### src/rtl/issue_unit.sv
// In-order issue stage: per-register scoreboard for RAW/WAW plus a writeback-slot
// reservation vector so results from different functional units never collide.
`ifndef WORDSZ
`define WORDSZ 32
`endif
`ifndef RFSZLOG2
`define RFSZLOG2 4
`endif
`ifndef INS_FUNC
`define INS_FUNC 4
`endif
`ifndef MODMUL
`define MODMUL 21
`endif
`ifndef OP_ADD
`define OP_ADD 0
`define OP_SUB 1
`define OP_NEG 2
`define OP_DBL 3
`define OP_TPL 4
`define OP_SQR 5
`define OP_MUL 6
`define OP_CVT 7
`define OP_ICV 8
`define OP_INV 9
`endif

module issue_unit #(
    parameter int WORDSZ   = `WORDSZ,
    parameter int RFSZLOG2 = `RFSZLOG2,
    parameter int INS_FUNC = `INS_FUNC,
    parameter int LAT_MUL  = `MODMUL,
    parameter int LAT_LIN  = 4,
    parameter int LAT_TPL  = 4,
    parameter int LAT_INV  = 64,
    parameter int MAXLAT   = 64
) (
    input  logic                clk,
    input  logic                rst,
    input  logic                ins_valid,
    output logic                ins_ready,
    input  logic                ins_halt,
    input  logic [INS_FUNC-1:0] ins_func,
    input  logic [RFSZLOG2-1:0] ins_rd,
    input  logic [RFSZLOG2-1:0] ins_rs0,
    input  logic [RFSZLOG2-1:0] ins_rs1,
    output logic [RFSZLOG2-1:0] rf_raddr0,
    output logic [RFSZLOG2-1:0] rf_raddr1,
    input  logic [WORDSZ-1:0]   rf_rdata0,
    input  logic [WORDSZ-1:0]   rf_rdata1,
    output logic [INS_FUNC-1:0] func_op,
    output logic                ex_valid,
    output logic [WORDSZ-1:0]   op_0,
    output logic [WORDSZ-1:0]   op_1,
    output logic [RFSZLOG2-1:0] rn_df,
    output logic                run_if,
    output logic                halt_ex,
    input  logic [RFSZLOG2-1:0] wb_addr
);
    localparam int NREG = 1 << RFSZLOG2;
    localparam int RW   = MAXLAT + 2;
    localparam int LW   = $clog2(RW + 1);
    localparam int CW   = $clog2(LAT_INV + 2);

    localparam logic [INS_FUNC-1:0] OPC_ADD = INS_FUNC'(`OP_ADD);
    localparam logic [INS_FUNC-1:0] OPC_SUB = INS_FUNC'(`OP_SUB);
    localparam logic [INS_FUNC-1:0] OPC_NEG = INS_FUNC'(`OP_NEG);
    localparam logic [INS_FUNC-1:0] OPC_DBL = INS_FUNC'(`OP_DBL);
    localparam logic [INS_FUNC-1:0] OPC_TPL = INS_FUNC'(`OP_TPL);
    localparam logic [INS_FUNC-1:0] OPC_SQR = INS_FUNC'(`OP_SQR);
    localparam logic [INS_FUNC-1:0] OPC_MUL = INS_FUNC'(`OP_MUL);
    localparam logic [INS_FUNC-1:0] OPC_CVT = INS_FUNC'(`OP_CVT);
    localparam logic [INS_FUNC-1:0] OPC_ICV = INS_FUNC'(`OP_ICV);
    localparam logic [INS_FUNC-1:0] OPC_INV = INS_FUNC'(`OP_INV);

    logic [INS_FUNC-1:0] func_q, func_d;
    logic [WORDSZ-1:0]   op0_q, op0_d, op1_q, op1_d;
    logic [RFSZLOG2-1:0] rn_q, rn_d;
    logic                ex_valid_q, ex_valid_d;
    logic                run_if_q, run_if_d;
    logic                halt_ex_q, halt_ex_d;
    logic                halted_q, halted_d;
    logic [NREG-1:0]     pending_q, pending_d;
    logic [RW-1:0]       resv_q, resv_d;
    logic [CW-1:0]       inv_cnt_q, inv_cnt_d;

    logic          legal, is_inv, inv_busy, hazard_ok, norm_acc, halt_acc;
    logic [LW-1:0] lat, lat_p1;

    always_comb begin
        legal  = 1'b1;
        is_inv = 1'b0;
        lat    = '0;
        case (ins_func)
            OPC_SQR, OPC_MUL, OPC_CVT, OPC_ICV: lat = LW'(LAT_MUL);
            OPC_ADD, OPC_SUB, OPC_NEG, OPC_DBL: lat = LW'(LAT_LIN);
            OPC_TPL:                            lat = LW'(LAT_TPL);
            OPC_INV: begin
                lat    = LW'(LAT_INV);
                is_inv = 1'b1;
            end
            default:                            legal = 1'b0;
        endcase
        lat_p1 = lat + LW'(1);
    end

    // resv_q[i] marks a writeback i cycles from now; a new issue lands at lat+1
    assign inv_busy  = (inv_cnt_q != '0);
    assign hazard_ok = !pending_q[ins_rs0] && !pending_q[ins_rs1] && !pending_q[ins_rd]
                       && !(legal && resv_q[lat_p1]) && !(is_inv && inv_busy);
    assign norm_acc  = ins_valid && !ins_halt && !halted_q && hazard_ok;
    assign halt_acc  = ins_valid && ins_halt && !halted_q;
    assign ins_ready = norm_acc || halt_acc;

    always_comb begin
        func_d     = func_q;
        op0_d      = op0_q;
        op1_d      = op1_q;
        rn_d       = rn_q;
        ex_valid_d = norm_acc;
        halt_ex_d  = halt_acc;
        halted_d   = halted_q || halt_acc;
        run_if_d   = run_if_q;
        pending_d  = pending_q;
        resv_d     = resv_q >> 1;
        inv_cnt_d  = inv_busy ? inv_cnt_q - CW'(1) : '0;

        if (halt_acc)
            run_if_d = 1'b0;
        else if (norm_acc)
            run_if_d = 1'b1;

        if (wb_addr != '0)
            pending_d[wb_addr] = 1'b0;

        if (norm_acc) begin
            func_d = ins_func;
            op0_d  = rf_rdata0;
            op1_d  = rf_rdata1;
            rn_d   = ins_rd;
            if (legal) begin
                resv_d[lat] = 1'b1;
                if (ins_rd != '0)
                    pending_d[ins_rd] = 1'b1;
            end
            // Loaded one below LAT_INV+1: the load cycle counts as the first decrement
            if (is_inv)
                inv_cnt_d = CW'(LAT_INV);
        end
        pending_d[0] = 1'b0;
    end

    always_ff @(posedge clk) begin
        if (rst) begin
            func_q     <= '0;
            op0_q      <= '0;
            op1_q      <= '0;
            rn_q       <= '0;
            ex_valid_q <= 1'b0;
            run_if_q   <= 1'b0;
            halt_ex_q  <= 1'b0;
            halted_q   <= 1'b0;
            pending_q  <= '0;
            resv_q     <= '0;
            inv_cnt_q  <= '0;
        end else begin
            func_q     <= func_d;
            op0_q      <= op0_d;
            op1_q      <= op1_d;
            rn_q       <= rn_d;
            ex_valid_q <= ex_valid_d;
            run_if_q   <= run_if_d;
            halt_ex_q  <= halt_ex_d;
            halted_q   <= halted_d;
            pending_q  <= pending_d;
            resv_q     <= resv_d;
            inv_cnt_q  <= inv_cnt_d;
        end
    end

    assign rf_raddr0 = ins_rs0;
    assign rf_raddr1 = ins_rs1;
    assign func_op   = func_q;
    assign op_0      = op0_q;
    assign op_1      = op1_q;
    assign rn_df     = rn_q;
    assign ex_valid  = ex_valid_q;
    assign run_if    = run_if_q;
    assign halt_ex   = halt_ex_q;

endmodule

### config.mk
export PLATFORM = sky130hd
export DESIGN_NAME = issue_unit
export DESIGN_NICKNAME = d
export VERILOG_FILES = /design/src/rtl/issue_unit.sv
export SDC_FILE = /design/constraint.sdc
export NUM_CORES = 1
export LEC_CHECK = 0
export BUFFER_PORTS_ARGS = -buffer_cell sky130_fd_sc_hd__buf_2
export CAP_MARGIN = 15
export CORE_ASPECT_RATIO = 0.9
export CORE_MARGIN = 4
export CORE_UTILIZATION = 50
export CTS_BUF_LIST = sky130_fd_sc_hd__clkbuf_8
export DETAILED_ROUTE_END_ITERATION = 10
export HOLD_SLACK_MARGIN = 0.12
export PLACE_DENSITY = 0.77
export SYNTH_ARGS = -nofsm -noshare
export SYNTH_HDL_FRONTEND = slang
export SYNTH_SLANG_ARGS = --single-unit
### constraint.sdc
create_clock -name clk -period 2.67 [get_ports clk]
set_input_delay 0.4005 -clock clk [delete_from_list [all_inputs] [get_ports clk]]
set_output_delay 0.4005 -clock clk [all_outputs]
set_load 0.005 [all_outputs]
==> After elaboration in Yosys (flattened, before gate mapping) <==
Index checks and enable logic that the tools add are counted.
{ "classes": {"n_addsub": 2, "order_cmp": 9, "eq_ne": 9, "mux": 26, "bitwise_logic": 6, "reduce_logical": 32} }
{ "op_table": {"columns": ["operator", "n"], "rows": [
  ["two-way mux 65 bit", 2],
  ["OR 65 x 66 -> 66 bit", 1],
  ["two-way mux 16 bit", 4],
  ["two-way mux 7 bit", 3],
  ["case mux 7 bit (3 select lines)", 1],
  ["less-than comparator 4 x 5 -> 1 bit, second input constant", 4],
  ["bitwise AND 16 bit", 1],
  ["== test 4 x 3 -> 1 bit, second input constant", 4],
  ["less-than comparator 7 x 8 -> 1 bit, second input constant", 2],
  ["inverter 16 bit", 1],
  ["OR 16 bit", 1],
  ["logical AND 1 bit", 14],
  ["binary-select mux 1 bit (select 4 bit)", 3],
  ["OR reduction 10 bit", 1],
  ["two-way mux 1 bit", 9],
  ["demux 1 bit (select 4 bit)", 2],
  ["== test 4 x 2 -> 1 bit, second input constant", 2],
  ["== test 4 bit, second input constant", 2],
  [">= comparator 4 x 1 -> 1 bit, second input constant", 2],
  ["nonzero test 4 bit", 2],
  ["adder 7 x 1 -> 7 bit, second input constant", 1],
  ["binary-select mux 1 bit (select 7 bit)", 1],
  ["demux 1 bit (select 7 bit)", 1],
  [">= comparator 7 x 1 -> 1 bit, second input constant", 1],
  ["other kinds (11)", 19]
]} }
{ "word_totals": {"reg_bits": 165, "inputBits": 88, "out_inout_bits": 84, "word_cells": 97} }

==> Longest topological paths before layout <==
Gate-level depths: netlist of run 1.
{ "depth": {"ltp_word": 13, "ltp_mapped": 11} }

==> Worst setup path after synthesis of run 1 <==
Ideal clock, no wire load.
{ "synth_path": {"path_kind": "input to output", "start": "in ins_rs1[2]", "end": "out ins_ready", "arrival_ns": 1.962, "required_ns": 2.270, "slack_ns": 0.308, "stages": 8, "path_cell_list": "buf_2 mux4_2 mux2_2 a21oi_1 buf_2 nand2_4 buf_6 nand2_1"} }
{ "synth_via": {"elab_chain_len": 9} }
{ "synth_rtl": {"columns": ["element", "line_no", "text"], "rows": [
  ["start, declared", "46", "input logic [RFSZLOG2-1:0] ins_rs1,"],
  ["binary-select mux 1 bit (select 4 bit)", "109", "assign hazard_ok = !pending_q[ins_rs0] && !pending_q[ins_rs1] && !pending_q[ins_rd]"],
  ["two-way mux 1 bit (not written as such)", "109", null],
  ["logical NOT 1 bit", "109", null],
  ["logical AND 1 bit (2 in a row)", "109", null],
  ["logical AND 1 bit (2 in a row)", "110", "&& !(legal && resv_q[lat_p1]) && !(is_inv && inv_busy);"],
  ["logical AND 1 bit", "111", "assign norm_acc = ins_valid && !ins_halt && !halted_q && hazard_ok;"],
  ["logical OR 1 bit", "113", "assign ins_ready = norm_acc || halt_acc;"],
  ["end, declared", "41", "output logic ins_ready,"]
]} }
Every way passes these cells. The select of a mux whose other input is x is not followed.

==> Worst setup path after layout of run 1 <==
{ "layout_path": {"start": "reg pending_q[8]", "end": "out ins_ready"} }
{ "layout_via": {"elab_chain_len": 9, "word_cells_on_any_way": 15} }
{ "layout_rtl": {"columns": ["element", "line_no", "text"], "rows": [
  ["start, declared", "83", "logic [NREG-1:0] pending_q, pending_d;"],
  ["start signal, assigned", "175", "pending_q <= pending_d;"],
  ["binary-select mux 1 bit (select 4 bit)", "109", null],
  ["two-way mux 1 bit (not written as such)", "109", null],
  ["logical NOT 1 bit", "109", null],
  ["logical AND 1 bit", "109", null],
  ["logical AND 1 bit (*)", "109", null],
  ["logical AND 1 bit (*) (2 in a row)", "110", null],
  ["logical AND 1 bit (*)", "111", null],
  ["logical OR 1 bit (*)", "113", null]
]} }
Every way passes the cells marked *; elsewhere a longest branch is shown, timed or not. The select of a mux whose other input is x is not followed.

==> results of run 1 <==
==> sequential cells by signal (all words and copies together) (netlist names), 4 cells and up <==
signal,flops
inv_cnt_q,7
resv_q,60
pending_q,15
func_op,4
op_0,32
op_1,32
rn_df,4
==> stage by stage <==
step	hold WS [ns]	cell area (sq um)	total power (W)
3_3_place_gp	0.4162	7141	0.003199
3_5_place_dp	0.4223	7141	0.003236
4_1_cts	0.1428	7490	0.004765
2_1_floorplan	0.4082	6228	0.002985
6_report	0.1703	7491	0.004731
5_1_grt	0.1341	7491	0.004949
==> cell families after synthesis <==
group / count (synthesis)
AND/OR/NAND/NOR: 206
AO/OA/AOI/OAI: 195
buffers and inverters: 71
flip-flops: 158
adder cells (fa/ha/maj): 2
multiplexers: 17
XOR/XNOR: 4
==> path summary, 6_finish.rpt <==
| path | start | endpoint | slack [ns] |
|---|---|---|---|
| setup / recovery | pending_q[8] | ins_ready | 0.14 |
| hold / removal | rf_rdata0[12] | op_0[12] | 0.17 |
| setup reg to reg | pending_q[8] | op_1[30] | 0.54 |
| hold reg to reg | resv_q[35] | resv_q[34] | 0.44 |
==> layout by cell type, fill, tap and decap left out, types with 2 or more instances in the layout <==
| master | instances |
|---|---|
| clkinvlp_4 | 3 |
| mux2_2 | 2 |
| o311ai_0 | 7 |
| o21ai_0 | 3 |
| nor2_1 | 19 |
| clkbuf_8 | 20 |
| a31oi_1 | 2 |
| nand3b_1 | 4 |
| buf_12 | 5 |
| dfxtp_1 | 158 |
| xnor2_1 | 2 |
| mux2i_1 | 9 |
| buf_4 | 10 |
| o21ai_1 | 2 |
| inv_1 | 7 |
| nand4_1 | 6 |
| xor2_1 | 2 |
| clkinv_2 | 2 |
| o31ai_1 | 14 |
| nand2_1 | 79 |
| a31o_1 | 72 |
| buf_2 | 171 |
| nand2b_1 | 6 |
| o211ai_1 | 10 |
| nand3_1 | 13 |
| nor3_1 | 5 |
| mux4_2 | 6 |
| nor2b_1 | 64 |
| clkinv_4 | 2 |
| ha_1 | 2 |
| a21oi_1 | 76 |
==> per-layer routing <==
metal / share of wire [%] / wire (microns) / global-route usage [%]
met4: 1.3 / 204 / 5.997
met2: 47 / 7353 / 33.93
met3: 7.6 / 1183 / 6.695
met1: 44 / 6916 / 27.94
met5: 0 / 0 / 0
==> cell type report <==
type                    instances  area share [%]
inverters                       4          0.2338
well taps                     160           2.672
multi-input cells             424           36.45
flip-flops and latches        158           42.22
clock inverters                12          0.9855
clock buffers                  20           3.675
repair buffers                186           13.76
==> power groups by stage <==
stage / logic [W] / clock network (W) / registers [W]
6_report: 0.000665 / 0.00155 / 0.00252
4_1_cts: 0.000663 / 0.00158 / 0.00252
3_3_place_gp: 0.000632 / 0 / 0.00257
3_5_place_dp: 0.000663 / 0 / 0.00257
5_1_grt: 0.000736 / 0.00168 / 0.00253
2_1_floorplan: 0.000416 / 0 / 0.00257
==> worst max-delay path: cells and delay by family (launching register included) <==
family,cells,cell delay (ns)
AND/OR/NAND/NOR,4,0.62
AO/OA/AOI/OAI,1,0.13
multiplexers,1,0.45
buffers and inverters,1,0.12
flip-flops,1,0.36
==> impl_metrics.toml, run 1 <==
[status]
outcome = "completed"

[power_and_ir_drop]
switchingPower_w = 0.001287
power_frac_seq_pct = 53.3
combPwrFrac_pct = 14.1
ir_drop_v = 0.0004965
sw_frac_of_total_pct = 27.20
p_per_area_nw_per_um2 = 631.6
clkPwrFrac_pct = 32.7
p_int_w = 0.003444
p_leak_nw = 3.223

[routing]
first_pass_iters = 5
drc = 0
num_vias = 5308
drt_iter0_markers = 433
drt_wl_total_microns = 15660
wl_per_cell_microns = 16.24
antenna_left = 0
viasPerCell = 5.506

[setup_path]
crit_fanout = 4
r2r_cells = 7
crit_required_ns = 2.27
crit_type = "reg -> out"
critPathMaxStageDelay_ns = 0.45
crit_slowest_cell = "mux4_2"
cp-end-kind = "primary output"
worstPathArrival_ns = 2.13
start_kind = "flop"
path_cells = "mux4_2, and3b_1, a31oi_1, and4_4, nand2_4, nand2_1, buf_2"

[place]
post-place-ws_ns = 0.2215
gp_congestion = 0.9096
port_buffers = 171
dp_hpwl_microns = 10870
dp_cells = 932

[clocking]
ctsRootBufferMaster = "clkbuf_8"
clkSlewWorstSetupHoldPaths_ns = 0.08
postCtsHoldBufs = 0
cts_tree = "built"
cts_resized = 0
htree_num_levels = 4
numCtsBuffers = 17
post_cts_buffers = 0
clk_latency_ns = 0.44
cts_buffer_depth = 2
clock-sinks = 158

[finish]
syn_to_final_growth_pct = 20.27
antennaDiodeCount = 0
final_cells = 964
nNetsFinal = 881
multi_input_area_sq_um = 2730
seq_area_sq_um = 3163
nFillCells = 1019
drive_gt1_share_pct = 28.23
utilization_pct = 61.79

[yosys]
yosysMostFrequentCell = "dfxtp_1"
synth_cell_types = 45
synth-edff-count = 0
yosysSeqAreaShare_pct = 50.78
synth_xor_area_share_pct = 0.5625
synthSimpleGateAreaFrac_pct = 16.79
syn-num-nets = 743
ys_async_sr_fraction_pct = 0
synth_top_area_share_pct = 50.78
synth_top_family_by_area = "compound AO/OA/AOI/OAI gates"
synth_top_flop_cell = "dfxtp_1"
netlist_instances = 653
yosys.area.top_type = "dfxtp_1"
synth-compound-area-share_pct = 21.86
syn_area_sq_um = 6228
yosys-top-cells-count = "dfxtp_1, nand2_1, a21oi_1, a31o_1, nor2b_1"
yosys_warnings = 0
synth_seq_cells = 158
synth.area.mux_share_pct = 3.978
synthAdderAreaFrac_pct = 0.4018
synthTopCellsByArea = "dfxtp_1, a31o_1, nor2b_1"
syn_avg_cell_area_sq_um = 9.538

[sta]
layout_min_cycle_time_ns = 2.532
finalWorstSetupSlack_ns = 0.1375
drv_slew = 0
skew_ns = 0.01030
fin_tns_setup_ns = 0
worst_slew_pin_slew_ns = 0.7388
hold_violations = 0
finalCritPeriodShare_pct = 94.85
setup_viol = 0
rsz0062_at_grt = "no"
max_slew_margin_pct = 50.75
fmax_mhz = 394.9

[die]
die_h_microns = 113.9
core-area_sq_um = 12120
rows = 38
dieWidth_microns = 125.7
dieArea_sq_um = 14310
start_util_pct = 51.37
ioPinCount = 172

[worst_hold_path]
min_path_cells = 2
hp-class = "in -> reg"

[global_route]
antenna_found_initial = 0
track_usage_pct = 21.23
grt_pass1_vias = 4975
grt_max_degree = 80
grt_first_pass_wirelength_microns = 24650
gr-total-overflow = 0

[job]
drv_cap = 0
No activity file was read; power rests on OpenSTA's default activity.
==> run 2, diff against run 1 <==
==> constraint.sdc (replaced) <==
create_clock -name clk -period 2.67 [get_ports clk]
set_input_delay 0.534 -clock clk [delete_from_list [all_inputs] [get_ports clk]]
set_output_delay 0.534 -clock clk [all_outputs]
set_load 0.005 [all_outputs]
==> run 2 against run 1 <==
Net effect: non-clock buffer count is 9 higher; global-route usage rose by 0.53 points; register-to-register slack worse by 0.10 ns; worst setup slack got worse by 0.059 ns; via count rose by 2.1%; die area stayed put; combinational power rose by 3%; hold slack improved by 0.13 ns; cell count rose by 0.93%; power increased by 6.4%; utilization increased by 1.2 points; wire length is 1.1% higher; critical path type unchanged; critical endpoint unchanged; largest cell class unchanged.
==> impl_metrics.toml, run 2 (same netlist as run 1, synthesis figures left out) <==
[place]
place_area_sq_um = 7196
post-place-ws_ns = 0.06176
gp_congestion = 0.8846
dp_hpwl_microns = 11120
port_buffers = 171

[setup_path]
path_depth = 7
crit_slowest_cell = "mux4_2"
reg2reg_slack_ns = 0.44
cp_top_family = "simple AND/OR/NAND/NOR gates"
cp_num_buf_inv = 1
crit_type = "reg -> out"
critPathMaxStageDelay_ns = 0.46
path_cells = "mux4_2, and3b_1, a31oi_1, and4_4, nand2_4, nand2_2, buf_6"
start_kind = "flop"
crit_required_ns = 2.14
worstPathArrival_ns = 2.06
cp-end-kind = "primary output"
r2r_cells = 8
crit_fanout = 4

[routing]
num_vias = 5421
drc = 0
wl_per_cell_microns = 16.28
viasPerCell = 5.571
drt_wl_total_microns = 15840
drt_iter0_markers = 462
first_pass_iters = 5
antenna_left = 0

[finish]
utilization_pct = 62.94
nNetsFinal = 890
nFillCells = 1021
syn_to_final_growth_pct = 22.52
post-route-cell-area_sq_um = 7631
final_common_cell = "buf_2"
top_register = "resv_q"
largest_reg_flops = 60
drive_gt1_share_pct = 30.01
antennaDiodeCount = 0
layout_common_cells = "buf_2, dfxtp_1, nand2_1, a21oi_1, a31o_1"

[clocking]
cts_tree = "built"
numCtsBuffers = 17
clock-sinks = 158
clk_latency_ns = 0.45
cts_buffer_depth = 2
clkSlewWorstSetupHoldPaths_ns = 0.08
ctsRootBufferMaster = "clkbuf_8"
postCtsHoldBufs = 0
htree_num_levels = 4

[status]
outcome = "completed"

[worst_hold_path]
hp-class = "in -> reg"
min_path_cells = 2

[global_route]
grt_max_degree = 80
antenna_found_initial = 1
grt_first_pass_wirelength_microns = 25350
track_usage_pct = 21.76
gr-total-overflow = 0
grt_pass1_vias = 5094

[power_and_ir_drop]
p_leak_nw = 3.296
ir_drop_v = 0.0003847
p_per_area_nw_per_um2 = 659.7

[sta]
skew_ns = 0.009148
finalCritPeriodShare_pct = 97.04
fmax_mhz = 385.9
worst_slew_pin_slew_ns = 0.7160
finalWorstSetupSlack_ns = 0.07891
rsz0062_at_grt = "yes"
hold_violations = 0
drv_slew = 0
setup_viol = 0
layout_min_cycle_time_ns = 2.591
max_slew_margin_pct = 52.26

[die]
ioPinCount = 172
start_util_pct = 51.37
dieArea_sq_um = 14310
rows = 38
die_h_microns = 113.9
core-area_sq_um = 12120
dieWidth_microns = 125.7

[job]
drv_cap = 0
[run 2: cell count changes in the layout (fill, tap and decap cells not counted), sizes merged]
cell and change:
clkinv +2, bufinv +3, inv -4, buf +9, clkinvlp -1
[run 2: final cells by class]
class | count | area, sq um | area share (%)
repair buffers | 195 | 1092 | 14.31
clock inverters | 12 | 142.6 | 1.869
multi-input cells | 424 | 2733 | 35.81
well taps | 160 | 200.2 | 2.623
clock buffers | 20 | 275.3 | 3.607
inverters | 4 | 17.52 | 0.2295
flip-flops and latches | 158 | 3171 | 41.55
[run 2: repair_timing]
| item | 4_1_cts | 5_1_grt |
|---|---|---|
| pin swaps | 0 | 4 |
| resized for setup | 1 | 7 |
| setup buffers | 0 | 0 |
| setup endpoints to repair | 1 | 1 |
[run 2: through the flow]
stage	setup TNS (ns)	instances	hold slack, ns	total power (W)
2_1_floorplan	0	653	0.4082	0.002985
3_3_place_gp	0	941	0.4177	0.003203
3_5_place_dp	0	941	0.4276	0.003250
4_1_cts	0	973	0.2702	0.005061
5_1_grt	-0.02743	973	0.2754	0.005261
6_report	0	973	0.3011	0.005035
[run 2: worst paths after layout]
path | startpoint | end
setup reg to reg | pending_q[8] | op_1[17]
hold / removal | rf_rdata0[12] | op_0[12]
setup / recovery | pending_q[8] | ins_ready
hold reg to reg | resv_q[36] | resv_q[35]
[run 2: worst register-to-register path, delay by kind of cell (launching register included)]
family,cells,cell delay (ns)
buf+inv,2,0.36
compound gates,2,0.35
simple gates,3,0.64
flops,1,0.36
mux,1,0.46
[run 2: metal layers]
metal	global-route usage, %	up-vias	part of all wire [%]
met3	6.461	26	7.7
li1	-	2607	-
met2	34.96	216	47
met5	0	-	0.082
met4	7.442	2	1.5
met1	28.22	2570	44
[run 2: where the power goes]
part	internal (W)	total (W)	leakage (nW)	switching [W]
registers	0.00246	0.00252	1.28	0.0000601
logic	0.000291	0.000684	1.80	0.000393
clock network	0.000988	0.00183	0.215	0.000845
total	0.00374	0.00503	3.30	0.00130
